## config.mk

```make
export PLATFORM = sky130hd
export DESIGN_NAME = sync_gen
export DESIGN_NICKNAME = d
export VERILOG_FILES = /design/src/rtl/primitives_pkg.sv /design/src/rtl/sync_gen_ctr.sv /design/src/rtl/sync_gen.sv
export SDC_FILE = /design/constraint.sdc
export NUM_CORES = 1
export LEC_CHECK = 0
export ABC_AREA = 1
export CORE_MARGIN = 2
export CORE_UTILIZATION = 31
export CTS_CLUSTER_SIZE = 8
export DETAILED_ROUTE_END_ITERATION = 8
export PLACE_DENSITY = 0.57
export SYNTH_ARGS = -nofsm -noshare
export SYNTH_HDL_FRONTEND = slang
export SYNTH_HIERARCHICAL = 1
export SYNTH_SLANG_ARGS = --single-unit
```

## constraint.sdc

```tcl
create_clock -name clk -period 2.2 [get_ports clk]
set_input_delay 0.33 -clock clk [delete_from_list [all_inputs] [get_ports clk]]
set_output_delay 0.33 -clock clk [all_outputs]
set_load 0.02 [all_outputs]
```

## src/rtl/primitives_pkg.sv

```systemverilog
// Shared definitions for the primitives library (sync_gen, delay):
// architecture names and the common 2-bit control state encoding.
package primitives_pkg;

  localparam string ARCH_BEHAVIORAL = "BEHAVIORAL";
  localparam string ARCH_VIRTEX5    = "VIRTEX5";
  localparam string ARCH_VIRTEX6    = "VIRTEX6";

  typedef enum logic [1:0] {
    ST_IDLE  = 2'd0,
    ST_ARMED = 2'd1,
    ST_RUN   = 2'd2
  } prim_state_e;

endpackage

```

## src/rtl/sync_gen_ctr.sv

```systemverilog
// Phase counter for sync_gen: clears to zero, steps by one and wraps to zero
// when it reaches the terminal value; flags the terminal count combinationally.
module sync_gen_ctr #(
  parameter int COUNT_WIDTH = 16
) (
  input  logic                   clk,
  input  logic                   rst,
  input  logic                   en,
  input  logic                   clear,
  input  logic                   step,
  input  logic [COUNT_WIDTH-1:0] term,
  output logic [COUNT_WIDTH-1:0] count,
  output logic                   at_term
);

  logic [COUNT_WIDTH-1:0] count_q;
  logic [COUNT_WIDTH-1:0] count_d;

  assign at_term = (count_q == term);
  assign count   = count_q;

  always_comb begin
    count_d = count_q;
    if (en) begin
      if (clear || (step && at_term)) begin
        count_d = '0;
      end else if (step) begin
        count_d = count_q + COUNT_WIDTH'(1);
      end
    end
  end

  always_ff @(posedge clk) begin
    if (rst) begin
      count_q <= '0;
    end else begin
      count_q <= count_d;
    end
  end

endmodule

```

## src/rtl/sync_gen.sv

```systemverilog
// Programmable periodic sync-pulse generator: arm latches the period, an
// external sync edge starts RUN, then one-cycle pulses every P enabled cycles.
module sync_gen
  import primitives_pkg::*;
#(
  parameter string BLOCK_NAME   = "sync_gen",
  parameter int    X            = 0,
  parameter int    Y            = 0,
  parameter int    DX           = 0,
  parameter int    DY           = 0,
  parameter string ARCHITECTURE = "BEHAVIORAL",
  parameter int    COUNT_WIDTH  = 16,
  parameter int    RESYNC       = 0
) (
  input  logic                   clk,
  input  logic                   rst,
  input  logic                   en,
  input  logic                   arm,
  input  logic [COUNT_WIDTH-1:0] period,
  input  logic                   sync_in,
  output logic                   sync_out,
  output logic                   armed,
  output logic [COUNT_WIDTH-1:0] count
);

  localparam bit IS_VIRTEX = (ARCHITECTURE == ARCH_VIRTEX5) ||
                             (ARCHITECTURE == ARCH_VIRTEX6);

  prim_state_e            state_q, state_d;
  logic [COUNT_WIDTH-1:0] period_q, period_d;
  logic                   sync_out_q, sync_out_d;
  logic                   ctr_clear, ctr_step, ctr_tc;
  logic [COUNT_WIDTH-1:0] ctr_count;
  logic [COUNT_WIDTH-1:0] term;

  // P=0 wraps to all-ones, giving a full 2^COUNT_WIDTH period.
  assign term = period_q - COUNT_WIDTH'(1);

  always_comb begin
    state_d    = state_q;
    period_d   = period_q;
    sync_out_d = 1'b0;
    ctr_clear  = 1'b0;
    ctr_step   = 1'b0;
    if (en) begin
      case (state_q)
        ST_IDLE: begin
          if (arm) begin
            state_d  = ST_ARMED;
            period_d = period;
          end
        end
        ST_ARMED: begin
          if (arm) begin
            period_d = period;
          end else if (sync_in) begin
            state_d    = ST_RUN;
            sync_out_d = 1'b1;
            ctr_clear  = 1'b1;
          end
        end
        ST_RUN: begin
          if (arm) begin
            state_d   = ST_ARMED;
            period_d  = period;
            ctr_clear = 1'b1;
          end else if ((RESYNC != 0) && sync_in) begin
            sync_out_d = 1'b1;
            ctr_clear  = 1'b1;
          end else begin
            sync_out_d = ctr_tc;
            ctr_step   = 1'b1;
          end
        end
        default: begin
          state_d   = ST_IDLE;
          ctr_clear = 1'b1;
        end
      endcase
    end
  end

  always_ff @(posedge clk) begin
    if (rst) begin
      state_q    <= ST_IDLE;
      period_q   <= '0;
      sync_out_q <= 1'b0;
    end else begin
      state_q    <= state_d;
      period_q   <= period_d;
      sync_out_q <= sync_out_d;
    end
  end

  // Device-specific architectures reuse the behavioral counter.
  case (IS_VIRTEX)
    1'b1: begin : g_virtex
      sync_gen_ctr #(.COUNT_WIDTH(COUNT_WIDTH)) u_ctr (
        .clk     (clk),
        .rst     (rst),
        .en      (en),
        .clear   (ctr_clear),
        .step    (ctr_step),
        .term    (term),
        .count   (ctr_count),
        .at_term (ctr_tc)
      );
    end
    default: begin : g_behavioral
      sync_gen_ctr #(.COUNT_WIDTH(COUNT_WIDTH)) u_ctr (
        .clk     (clk),
        .rst     (rst),
        .en      (en),
        .clear   (ctr_clear),
        .step    (ctr_step),
        .term    (term),
        .count   (ctr_count),
        .at_term (ctr_tc)
      );
    end
  endcase

  assign sync_out = sync_out_q;
  assign armed    = (state_q == ST_ARMED);
  assign count    = ctr_count;

endmodule

```

==> run_results.csv <==
group,metric,value,unit
outcome,status,"finished clean",
timing,tightest_slew,0.5732,ns
clock_network,htree_levels,2,
setup_path,crit_arrival,2.16,ns
clock_network,root_buffer,"clkbuf_8",
layout,final_cells,526,
drt,avgRoutedWirePerCell,10.46,µm
synthesis,synth_ff_type,"dfxtp_1",
synthesis,yosysSeqAreaShare,0.3020,
placement,port-buffer-count,38,
power_and_ir_drop,power.internal,0.001078,W
global_routing,grt_max_degree,30,
drt,postRouteWirelength,5503,µm
timing,slew_headroom,0.6173,
clock_network,clock_path_buffers,2,
placement,gp_congestion,0.8234,
die,fp.dieW,90.51,µm
synthesis,synth_cell_types,28,
power_and_ir_drop,p_sw_frac,0.3250,
clock_network,cts_hold_buffers,0,
global_routing,grt_first_pass_wirelength,9156,µm
timing,fin_crit,1.973,ns
synthesis,async_flop_share,0,
hold_path,holdCritPathClass,"reg2reg",
drt,first_iter_violations,80,
layout,area_growth,32.25,%
setup_path,worst_path_largest_cell_delay,0.36,ns
timing,fmax,0.5068,GHz
setup_path,crit_top_cell,"nand2_1",
synthesis,synth_edf_count,0,
power_and_ir_drop,seqPwrFrac,0.429,
die,initial_utilization,0.3198,
power_and_ir_drop,power_density,520.6,mW/mm²
power_and_ir_drop,vdd_drop_max,0.0002704,V
timing,rsz0062_at_grt,"false",
placement,dp_hpwl,4187,µm
clock_network,cts_buffers,5,
global_routing,grt_usage,0.1364,
layout,drive_above_1_share,0.1780,
power_and_ir_drop,clkPwrFrac,0.283,
setup_path,worstSetupEndpointType,"register",
clock_network,worstSkewPairLatency,0.29,ns
layout,insertedDiodeCount,0,
clock_network,cts_tree,"yes",
timing,setup_violations,0,
synthesis,syn_area,0.002320,mm²
global_routing,antenna_found_initial,0,
timing,whs,0.4976,ns
power_and_ir_drop,leakage,1.339,nW
synthesis,yosys_warnings,6,
setup_path,cpMaxStageDelayCell,"dfxtp_1",
setup_path,criticalPathCategory,"reg2reg",
layout,num-nets-final,453,
power_and_ir_drop,finalPower,0.001597,W
timing,hold_viol,0,
synthesis,synth.avg_cell_area,6.253,µm²
drt,avgViaCountPerCell,4.348,
placement,placedCellCount,512,
die,die-area,0.008191,mm²
synthesis,syn_inst,371,
drt,ant_nets,0,
power_and_ir_drop,combPwrFrac,0.288,
drt,route.detailed.drc,0,
clock_network,clk_transition_reported_paths,0.07,ns
die,coreArea,0.007253,mm²
die,die_y,90.51,µm
synthesis,syn_nets,398,
flow_run,drv_cap,0,
global_routing,grt_pass1_vias,2088,
clock_network,clock-sinks,35,
synthesis,ys_seq_elements,35,
setup_path,critPathLaunchType,"register",
setup_path,required,2.38,ns
setup_path,crit_chain,"nor2_2 -> nand2_2 -> nor2_2 -> nand4_1 -> nand2_1 -> inv_1 -> nand2_1 -> nand2_1 -> nor2_1 -> nand2_1 -> nor2_1 -> nand2_2 -> nand2_2 -> nand2_4 -> nand2_8 -> nor2_1",
global_routing,overflow,0,
setup_path,crit_fanout,7,
drt,dr_total_vias,2287,
timing,finalClockSkew,0.004778,ns
power_and_ir_drop,switchingPower,0.0005191,W
timing,maxSlewViolCount,0,
die,rows,31,
timing,period_share,0.8969,
layout,final_area,0.003068,mm²
die,ioPinCount,39,
drt,first_pass_iters,5,
placement,dpl_cell_area,0.002840,mm²
-- flip-flops by register name (all words and copies together), names as in the netlist --
register and cells:
period_q 16, state_q 2, sync_out 1, g_behavioral.u_ctr/count 16
-- synth_stat cells (6+ instances only) --
| cell type | number | area (µm²) |
|---|---|---|
| xor2_1 | 12 | 105.1 |
| inv_1 | 60 | 225.2 |
| ha_1 | 6 | 75.07 |
| nand3_1 | 20 | 100.1 |
| nor2_2 | 11 | 68.82 |
| o21ai_0 | 15 | 75.07 |
| nand2_1 | 105 | 394.1 |
| dfxtp_1 | 35 | 700.7 |
| o21ai_1 | 13 | 65.06 |
| a21oi_2 | 10 | 87.58 |
| nor2_1 | 50 | 187.7 |
| a21oi_1 | 8 | 40.04 |
-- power groups by stage --
| stage | clock network (W) | logic, W | registers [W] |
|---|---|---|---|
| after floorplan | 0 | 0.000307 | 0.000693 |
| after global placement | 0 | 0.000415 | 0.000697 |
| after detailed placement | 0 | 0.000423 | 0.000697 |
| after CTS | 0.000478 | 0.000425 | 0.000682 |
| after global routing | 0.000500 | 0.000532 | 0.000689 |
| final | 0.000452 | 0.000460 | 0.000686 |
-- cell type report --
class | instances | area (µm²)
multi-input combinational | 269 | 1441
inverter | 64 | 240.2
clock inverter | 1 | 5.005
clock buffer | 7 | 76.32
tap | 99 | 123.9
sequential | 35 | 703.2
timing repair buffer | 51 | 478.0
fill | 788 | 4185
-- critical path, delay by kind of cell (launching register included) --
kind / cells / cell delay (ns)
buf+inv: 1 / 0.05
simple gates: 15 / 1.46
flops: 1 / 0.36
-- layer usage --
| layer | share of wire | GRT usage |
|---|---|---|
| met1 | 0.51 | 0.1894 |
| met2 | 0.44 | 0.2065 |
| met3 | 0.035 | 0.03005 |
| met4 | 0.015 | 0.05000 |
| met5 | 0 | 0 |
-- metrics by stage --
step	setup slack [ns]	setup TNS (ns)	utilization
floorplan	0.1532	0	-
global placement	-0.01598	-0.01598	0.3916
detailed placement	-0.1029	-0.2010	0.3916
CTS	0.006590	0	0.4028
global route	0.001648	0	0.4230
finish	0.2269	0	0.4230
-- timing repair --
item	in CTS	in global routing
buffers inserted	0	4
gates resized for setup	0	29
setup endpoints to repair	0	17
-- logic make-up (layout without fill, tap and decap cells) --
kind of cell             Yosys count  in the layout  synth area share
AND/OR/NAND/NOR                  200            202            0.3652
buffers and inverters             69            123            0.1257
AO/OA/AOI/OAI                     48             48            0.1257
flip-flops                        35             35            0.3020
XOR/XNOR                          13             13           0.04908
adder cells (fa/ha/maj)            6              6           0.03236
-- worst paths after layout --
| path | startpoint | to | slack, ns | cells after the start |
|---|---|---|---|---|
| worst max-delay path | period_q[3] | g_behavioral.u_ctr/count[7] | 0.23 | 16 |
| worst min-delay path | period_q[13] | period_q[13] | 0.50 | 2 |
| worst max register to register | period_q[3] | g_behavioral.u_ctr/count[7] | 0.23 | 16 |
| worst min register to register | period_q[13] | period_q[13] | 0.50 | 2 |
-- cells in the final DEF, fill, tap and decap left out, types with 6 or more instances in the layout --
master           netlist  layout
nand2_1              105     101
nor2_1                50      41
inv_1                 60      58
nor2_2                11      21
o21ai_0               15      13
dfxtp_1               35      33
nand2_2                3       6
nand3_1               20      19
o21ai_1               13      15
a21oi_2               10      10
xor2_1                12       9
clkdlybuf4s50_1        0      38
a21oi_1                8       8
buf_4                  0      13
inv_2                  4       6
No activity file was read; power rests on OpenSTA's default activity.
